[src/rtl/fwd_stall_unit.sv]
// ID-stage operand forwarding, load-use / MEM-wait stall generation, WB history buffer and stuck-load watchdog.
// Optional performance counters (StallCycles, FwdHits) are built only when FWD_PERF_CNT_EN is defined.

module fwd_stall_unit #(
  parameter int DATA_W    = 32,
  parameter int NUM_READ  = 2,
  parameter int RF_WR_LAT = 2,
  parameter int TIMEOUT   = 255,
  parameter int WAIT_W    = 8
) (
  input  logic                       cpu_clk,
  input  logic                       cpu_rst,
  input  logic [NUM_READ*5-1:0]      IDReadRegister,
  input  logic [NUM_READ-1:0]        IDReadEnable,
  input  logic [NUM_READ*DATA_W-1:0] IDRegisterData,
  input  logic [4:0]                 EXWriteRegister,
  input  logic                       EXWriteEnable,
  input  logic                       EXIsLoad,
  input  logic [DATA_W-1:0]          EXWriteData,
  input  logic [4:0]                 MEMWriteRegister,
  input  logic                       MEMWriteEnable,
  input  logic                       MEMIsLoad,
  input  logic [DATA_W-1:0]          MEMWriteData,
  input  logic [DATA_W-1:0]          MEMDramData,
  input  logic                       MEMDramValid,
  input  logic [4:0]                 WBWriteRegister,
  input  logic                       WBWriteEnable,
  input  logic [DATA_W-1:0]          WBWriteData,
  output logic [NUM_READ*DATA_W-1:0] NewRegisterData,
  output logic                       LoadUseStall,
  output logic                       MemStall,
  output logic                       HazardError
`ifdef FWD_PERF_CNT_EN
  ,
  output logic [31:0]                StallCycles,
  output logic [31:0]                FwdHits
`endif
);

  // With no write latency a single always-invalid entry keeps the lookup logic uniform.
  localparam int HL = (RF_WR_LAT > 0) ? RF_WR_LAT : 1;
  localparam logic [WAIT_W-1:0] TO_V = WAIT_W'(TIMEOUT);

  typedef enum logic {RUN, MEM_WAIT} state_t;

  logic              hist_v [HL];
  logic [4:0]        hist_r [HL];
  logic [DATA_W-1:0] hist_d [HL];

  logic [NUM_READ-1:0] ex_hit;
  logic [NUM_READ-1:0] mem_hit;
  logic [NUM_READ-1:0] wb_hit;
  logic [DATA_W-1:0]   mem_fwd;
  logic                ld_use_raw;
  logic                mem_stall_raw;

  state_t            state;
  logic [WAIT_W-1:0] wait_cnt;
  logic [WAIT_W-1:0] wait_nxt;

  generate
    if (RF_WR_LAT > 0) begin : g_hist
      always_ff @(posedge cpu_clk or posedge cpu_rst) begin
        if (cpu_rst) begin
          for (int j = 0; j < HL; j++) begin
            hist_v[j] <= 1'b0;
            hist_r[j] <= '0;
            hist_d[j] <= '0;
          end
        end else begin
          hist_v[0] <= WBWriteEnable && (WBWriteRegister != 5'd0);
          hist_r[0] <= WBWriteRegister;
          hist_d[0] <= WBWriteData;
          for (int j = 1; j < HL; j++) begin
            hist_v[j] <= hist_v[j-1];
            hist_r[j] <= hist_r[j-1];
            hist_d[j] <= hist_d[j-1];
          end
        end
      end
    end else begin : g_no_hist
      always_comb begin
        for (int j = 0; j < HL; j++) begin
          hist_v[j] = 1'b0;
          hist_r[j] = '0;
          hist_d[j] = '0;
        end
      end
    end
  endgenerate

  assign mem_fwd = MEMIsLoad ? MEMDramData : MEMWriteData;

`ifdef FWD_PERF_CNT_EN
  logic [NUM_READ-1:0] fwd_hit;
`endif

  for (genvar gi = 0; gi < NUM_READ; gi++) begin : g_port
    logic [4:0]        rd;
    logic              rd_ok;
    logic              h_hit;
    logic [DATA_W-1:0] h_dat;
    logic [DATA_W-1:0] sel;

    assign rd          = IDReadRegister[gi*5 +: 5];
    assign rd_ok       = IDReadEnable[gi] && (rd != 5'd0);
    assign ex_hit[gi]  = rd_ok && EXWriteEnable  && (EXWriteRegister  == rd);
    assign mem_hit[gi] = rd_ok && MEMWriteEnable && (MEMWriteRegister == rd);
    assign wb_hit[gi]  = rd_ok && WBWriteEnable  && (WBWriteRegister  == rd);

    // Scan oldest to youngest so the youngest matching entry wins.
    always_comb begin
      h_hit = 1'b0;
      h_dat = '0;
      for (int j = HL - 1; j >= 0; j--) begin
        if (rd_ok && hist_v[j] && (hist_r[j] == rd)) begin
          h_hit = 1'b1;
          h_dat = hist_d[j];
        end
      end
    end

    always_comb begin
      sel = IDRegisterData[gi*DATA_W +: DATA_W];
      if (ex_hit[gi])       sel = EXWriteData;
      else if (mem_hit[gi]) sel = mem_fwd;
      else if (wb_hit[gi])  sel = WBWriteData;
      else if (h_hit)       sel = h_dat;
    end

    assign NewRegisterData[gi*DATA_W +: DATA_W] =
      cpu_rst ? IDRegisterData[gi*DATA_W +: DATA_W] : sel;

`ifdef FWD_PERF_CNT_EN
    assign fwd_hit[gi] = ex_hit[gi] || mem_hit[gi] || wb_hit[gi] || h_hit;
`endif
  end

  assign ld_use_raw    = (|ex_hit) && EXIsLoad;
  assign mem_stall_raw = MEMIsLoad && MEMWriteEnable && !MEMDramValid;

  assign LoadUseStall = !cpu_rst && ld_use_raw;
  assign MemStall     = !cpu_rst && mem_stall_raw;

  assign wait_nxt = (&wait_cnt) ? wait_cnt : wait_cnt + 1'b1;

  always_ff @(posedge cpu_clk or posedge cpu_rst) begin
    if (cpu_rst) begin
      state       <= RUN;
      wait_cnt    <= '0;
      HazardError <= 1'b0;
    end else begin
      case (state)
        RUN: begin
          if (mem_stall_raw) begin
            state    <= MEM_WAIT;
            wait_cnt <= '0;
          end
        end
        MEM_WAIT: begin
          if (!mem_stall_raw) begin
            state <= RUN;
          end else begin
            wait_cnt <= wait_nxt;
            if ((TIMEOUT != 0) && (wait_nxt == TO_V)) HazardError <= 1'b1;
          end
        end
      endcase
    end
  end

`ifdef FWD_PERF_CNT_EN
  always_ff @(posedge cpu_clk or posedge cpu_rst) begin
    if (cpu_rst) begin
      StallCycles <= '0;
      FwdHits     <= '0;
    end else begin
      if (LoadUseStall || MemStall) StallCycles <= StallCycles + 32'd1;
      if (|fwd_hit)                 FwdHits     <= FwdHits + 32'd1;
    end
  end
`endif

endmodule
[config.mk]
export PLATFORM = sky130hd
export DESIGN_NAME = fwd_stall_unit
export DESIGN_NICKNAME = d
export VERILOG_FILES = /design/src/rtl/fwd_stall_unit.sv
export SDC_FILE = /design/constraint.sdc
export NUM_CORES = 1
export LEC_CHECK = 0
export BUFFER_PORTS_ARGS = -buffer_cell sky130_fd_sc_hd__buf_2
export CAP_MARGIN = 20
export CORE_MARGIN = 5
export CORE_UTILIZATION = 45
export CTS_BUF_LIST = sky130_fd_sc_hd__clkbuf_4 sky130_fd_sc_hd__clkbuf_8
export DETAILED_ROUTE_END_ITERATION = 7
export GPL_ROUTABILITY_DRIVEN = 0
export GPL_TIMING_DRIVEN = 0
export HOLD_SLACK_MARGIN = 0.02
export PLACE_DENSITY = 0.71
export SLEW_MARGIN = 20
export SYNTH_ARGS = -nofsm -noshare
export SYNTH_HDL_FRONTEND = slang
export SYNTH_SLANG_ARGS = --single-unit
[constraint.sdc]
create_clock -name cpu_clk -period 7.1 [get_ports cpu_clk]
set_clock_uncertainty 0.2 [all_clocks]
set_input_delay 1.42 -clock cpu_clk [delete_from_list [all_inputs] [get_ports cpu_clk]]
set_output_delay 1.42 -clock cpu_clk [all_outputs]
set_load 0.05 [all_outputs]
# --- After elaboration in Yosys (flattened, before gate mapping) ---
# Cells that the tools add are included.
totals:
  regBits: 86
  input_bits: 227
  output_inout_bits: 67
  wordCells: 85
classes:
  add_sub_neg: 1
  n_eq_ne: 13
  mux: 24
  bitwise: 1
  reduce_logical: 37
op_table:
  columns: ["cell", "count"]
  rows:
  - ["two-way mux 32 bit", 15]
  - ["equality test 5 bit", 10]
  - ["logical AND 1 bit", 28]
  - ["two-way mux 8 bit", 3]
  - ["case mux 8 bit (2 select lines)", 1]
  - ["nonzero test 5 bit", 3]
  - ["adder 8 x 1 -> 8 bit, second input constant", 1]
  - ["equality test 8 bit, second input constant", 1]
  - ["AND reduction 8 bit", 1]
  - ["two-way mux 1 bit", 5]
  - ["!= test 2 bit, second input constant", 2]
  - ["AND reduction 3 bit", 1]
  - ["zero test 1 bit", 2]
  - ["AND reduction 2 bit", 1]
  - ["OR reduction 2 bit", 1]
  - ["inverter 1 bit", 1]

# --- Logic depth before layout (Yosys ltp) ---
logic_depth:
  ltp_word: 11
  mapped_depth: 9
  mapped_depth_nobuf: 6

# --- Worst setup path before layout ---
# No wires, ideal clock.
synth_path:
  path_type: "input to output"
  start: "input port cpu_rst"
  end: "output port NewRegisterData[55]"
  arrival_time_ps: 6090
  t_required_ps: 5480
  setup_slack_ps: -610
  stages: 6
  n_path_buf: 3
  cell_sequence: "clkbuf_1 clkinv_1 clkbuf_1 clkbuf_1 nor2_1 a311oi_1"
synth_between:
  elab_chain_cells: 1
synth_lines:
  columns: ["item", "line", "rtl"]
  rows:
  - ["start, declared", "12", "input logic cpu_rst,"]
  - ["two-way mux 32 bit", "132", "cpu_rst ? IDRegisterData[gi*DATA_W +: DATA_W] : sel;"]
  - ["end, declared", "29", "output logic [NUM_READ*DATA_W-1:0] NewRegisterData,"]
# Every way passes these cells.

# --- Worst setup path in the final report ---
layout_path:
  start: "input port IDReadEnable[0]"
  end: "output port NewRegisterData[19]"
layout_between:
  elab_chain_cells: 10
  elab_cells_between_ends: 20
  cone_classes: "9 x mux; 11 x reduce/logical"
layout_lines:
  columns: ["item", "line", "rtl"]
  rows:
  - ["start, declared", "14", "input logic [NUM_READ-1:0] IDReadEnable,"]
  - ["logical AND 1 bit *", "106", "assign rd_ok = IDReadEnable[gi] && (rd != 5'd0);"]
  - ["logical AND 1 bit (2 in a row)", "116", "if (rd_ok && hist_v[j] && (hist_r[j] == rd)) begin"]
  - ["two-way mux 32 bit / two-way mux 1 bit (equally long branches) (2 in a row)", "116", null]
  - ["two-way mux 32 bit", "128", "else if (h_hit) sel = h_dat;"]
  - ["two-way mux 32 bit", "127", "else if (wb_hit[gi]) sel = WBWriteData;"]
  - ["two-way mux 32 bit", "126", "else if (mem_hit[gi]) sel = mem_fwd;"]
  - ["two-way mux 32 bit *", "125", "if (ex_hit[gi]) sel = EXWriteData;"]
  - ["two-way mux 32 bit *", "132", null]
# Every way passes the cells marked *; elsewhere a longest branch is shown, timed or not.

==> impl_metrics.ini <==
[outcome]
status = finished with violations
violations = DRC

[detailed_routing]
ant_nets = 0
vias = 13400
drtIter0Drc = 2485
wire_per_inst_um = 27.9
viasPerCell = 7.37
routed_wl_mm = 50.8
first_pass_iters = 8
route.detailed.drc = 1

[power_and_ir_drop]
vdd_drop_max_uv = 96.0
p_comb_frac = 0.429
netSwitchingPower_w = 0.000722
power_leakage_nw = 4.41
power_density_mw_per_mm2 = 138
p_seq_frac = 0.332
swShare = 0.451
fin_total_pwr_w = 0.00160
internal_power_w = 0.000878
p_clk_frac = 0.239

[grt]
grt_max_degree = 67
grt.total_usage = 0.393
grt_pass1_vias = 12700
grt_pass1_wl_mm = 73.5
antenna_found_initial = 1
grt_overflow = 0

[logic_synthesis]
syn_avg_cell_area_sq_um = 7.67
synth_warnings = 0
synth_edf_count = 0
ys_seq_area_frac = 0.224
ys_types = 56
ys.flop_type = dfrtp_1
synth_area_sq_mm = 0.00960
synthCells = 1251
syn_nets = 1479
synth-seq-cells = 86
ys_async_sr_fraction = 1.00

[floorplan]
num_rows = 53
core_sq_mm = 0.0210
die_h_um = 156
pin_count = 294
initial_utilization = 0.457
die_area_sq_mm = 0.0244
die-width_um = 156

[worst_setup_path]
critPathCaptureType = output pin
critPathArrivalTime_ns = 4.55
crit_type = in -> out
critPathMaxStageDelay_ns = 0.75
start_kind = primary input
critPathSlowestCell = nor4_2
crit_fanout = 10
cp.required_ns = 5.48
cp_common_cell = buf_2
path_cells = clkbuf_1 -> nand2_1 -> nor4_2 -> and2_1 -> buf_2 -> o311ai_1 -> a221oi_1 -> buf_2

[hold_path]
hp-class = reg -> reg

[clocking]
cts_tree = yes
path_clk_slew_ns = 0.09
clk_path_buf_depth = 2
cts_buffers = 9
cts.sinks = 86
holdBufCountCts = 0
cts_root_buf = clkbuf_8
htree_levels = 3
clkLatencyLatePin_ns = 0.41
postCtsSetupBuffers = 0
cts-resized-gates = 0

[place]
post_dp_cell_area_sq_mm = 0.0114
numPlacedInstances = 1806
dpl.hpwl_mm = 37.1
portBuffers = 279

[finish]
fillCellCount = 2114
regArea_sq_mm = 0.00215
fin_area_sq_mm = 0.0116
finalNetCount = 1770
layoutNonFillerInstCount = 1822
drive_gt1_frac = 0.240
final_cell_mix = buf_2, clkbuf_1, dfrtp_1
multi_input_area_sq_mm = 0.00642
final_common_cell = buf_2
areaGrowthSynthToFinish_pct = 20.6

[sta]
slew_headroom = 0.299
tns_ns = 0
setup_viol = 0
hold_viol = 0
max_freq_mhz = 162
worstMarginPinSlew_ns = 1.05
finalCritPeriodShare = 0.868
fin_crit_ns = 6.17
grt_setup_unrepaired = no
drv_slew = 0

[flow_run]
cap_violations = 0
==> cell type report <==
cell class / count / share of cell area
diodes: 1 / 0.000216
plain buffers: 177 / 0.0665
clock buffers: 11 / 0.0125
clock inverters: 4 / 0.00411
inverters: 71 / 0.0230
multi-input cells: 917 / 0.555
flip-flops and latches: 86 / 0.186
well taps: 275 / 0.0297
repair buffers: 280 / 0.123
==> Yosys cell counts (5+ instances only) <==
master	n	share of area
clkbuf_1	125	0.049
dfrtp_1	86	0.22
nand2_1	82	0.032
nand3_1	69	0.036
inv_1	68	0.027
a31oi_1	66	0.043
nand3b_1	66	0.052
o311ai_1	62	0.057
nor4_1	61	0.040
a311oi_1	60	0.055
nor2_1	52	0.020
a21oi_1	50	0.026
buf_2	40	0.021
a221oi_1	36	0.033
a41oi_1	32	0.029
mux2i_1	32	0.033
o41ai_1	32	0.029
nand4_1	28	0.018
xor2_1	28	0.026
nor3_1	27	0.014
and2_1	24	0.016
xnor2_1	22	0.020
a211oi_1	21	0.016
a221oi_2	13	0.020
and3_1	5	0.0033
nor4_4	5	0.011
o21ai_0	5	0.0026
==> layer usage <==
layer | wire length [um] | up-vias | track usage
li1 | - | 5538 | -
met4 | 3780 | 0 | 0.219
met3 | 8690 | 361 | 0.176
met2 | 20900 | 1441 | 0.571
met5 | 0 | - | 0
met1 | 17400 | 6081 | 0.484
==> path summary, 6_finish.rpt <==
check                      cells past startpoint  slack [ns]             from                   to
setup reg to reg                               6        4.70      wait_cnt[0]          HazardError
setup / recovery                               8        0.93  IDReadEnable[0]  NewRegisterData[19]
hold reg to reg                                0        0.21       hist_d[58]           hist_d[26]
max in group asynchronous                      5        4.16          cpu_rst           hist_d[41]
hold / removal                                 0        0.21       hist_d[58]           hist_d[26]
min in group asynchronous                      4        1.89          cpu_rst            hist_d[2]
==> critical path, delay by kind of cell <==
family | cells | cell delay (ns)
simple gates | 3 | 1.26
compound gates | 2 | 0.79
buf+inv | 3 | 1.07
==> flip-flops by register name, summed over array words and instances (netlist names) <==
name / cells
wait_cnt: 8
hist_v: 2
state: 1
HazardError: 1
hist_d: 64
hist_r: 10
==> logic make-up (layout without fill, tap and decap cells) <==
logic type               count (synthesis)  count (layout)  share of synthesized area
AO/OA/AOI/OAI                          402             402                      0.334
XOR/XNOR                                50              50                     0.0456
adder cells (fa/ha/maj)                  1               1                    0.00130
buffers and inverters                  248             543                      0.107
flip-flops                              86              86                      0.224
multiplexers                            32              32                     0.0334
other                                    0               1                          0
AND/OR/NAND/NOR                        432             432                      0.255
==> metrics by stage <==
stage / util / setup slack [ns] / hold WS (ns)
finish: 0.551 / 0.935 / 0.210
global route: 0.551 / 0.945 / 0.215
CTS: 0.550 / 1.16 / 0.208
detailed placement: 0.541 / 1.18 / 0.184
global placement: 0.539 / 0.376 / 0.184
floorplan: - / 0.842 / 0.158
==> power groups by stage <==
stage	combinational (W)	clock [W]	sequential, W
CTS	0.000657	0.000376	0.000529
detailed placement	0.000655	0	0.000539
finish	0.000686	0.000381	0.000531
global route	0.000709	0.000394	0.000533
global placement	0.000648	0	0.000539
floorplan	0.000415	0	0.000532
No activity file was read; power rests on OpenSTA's default activity.
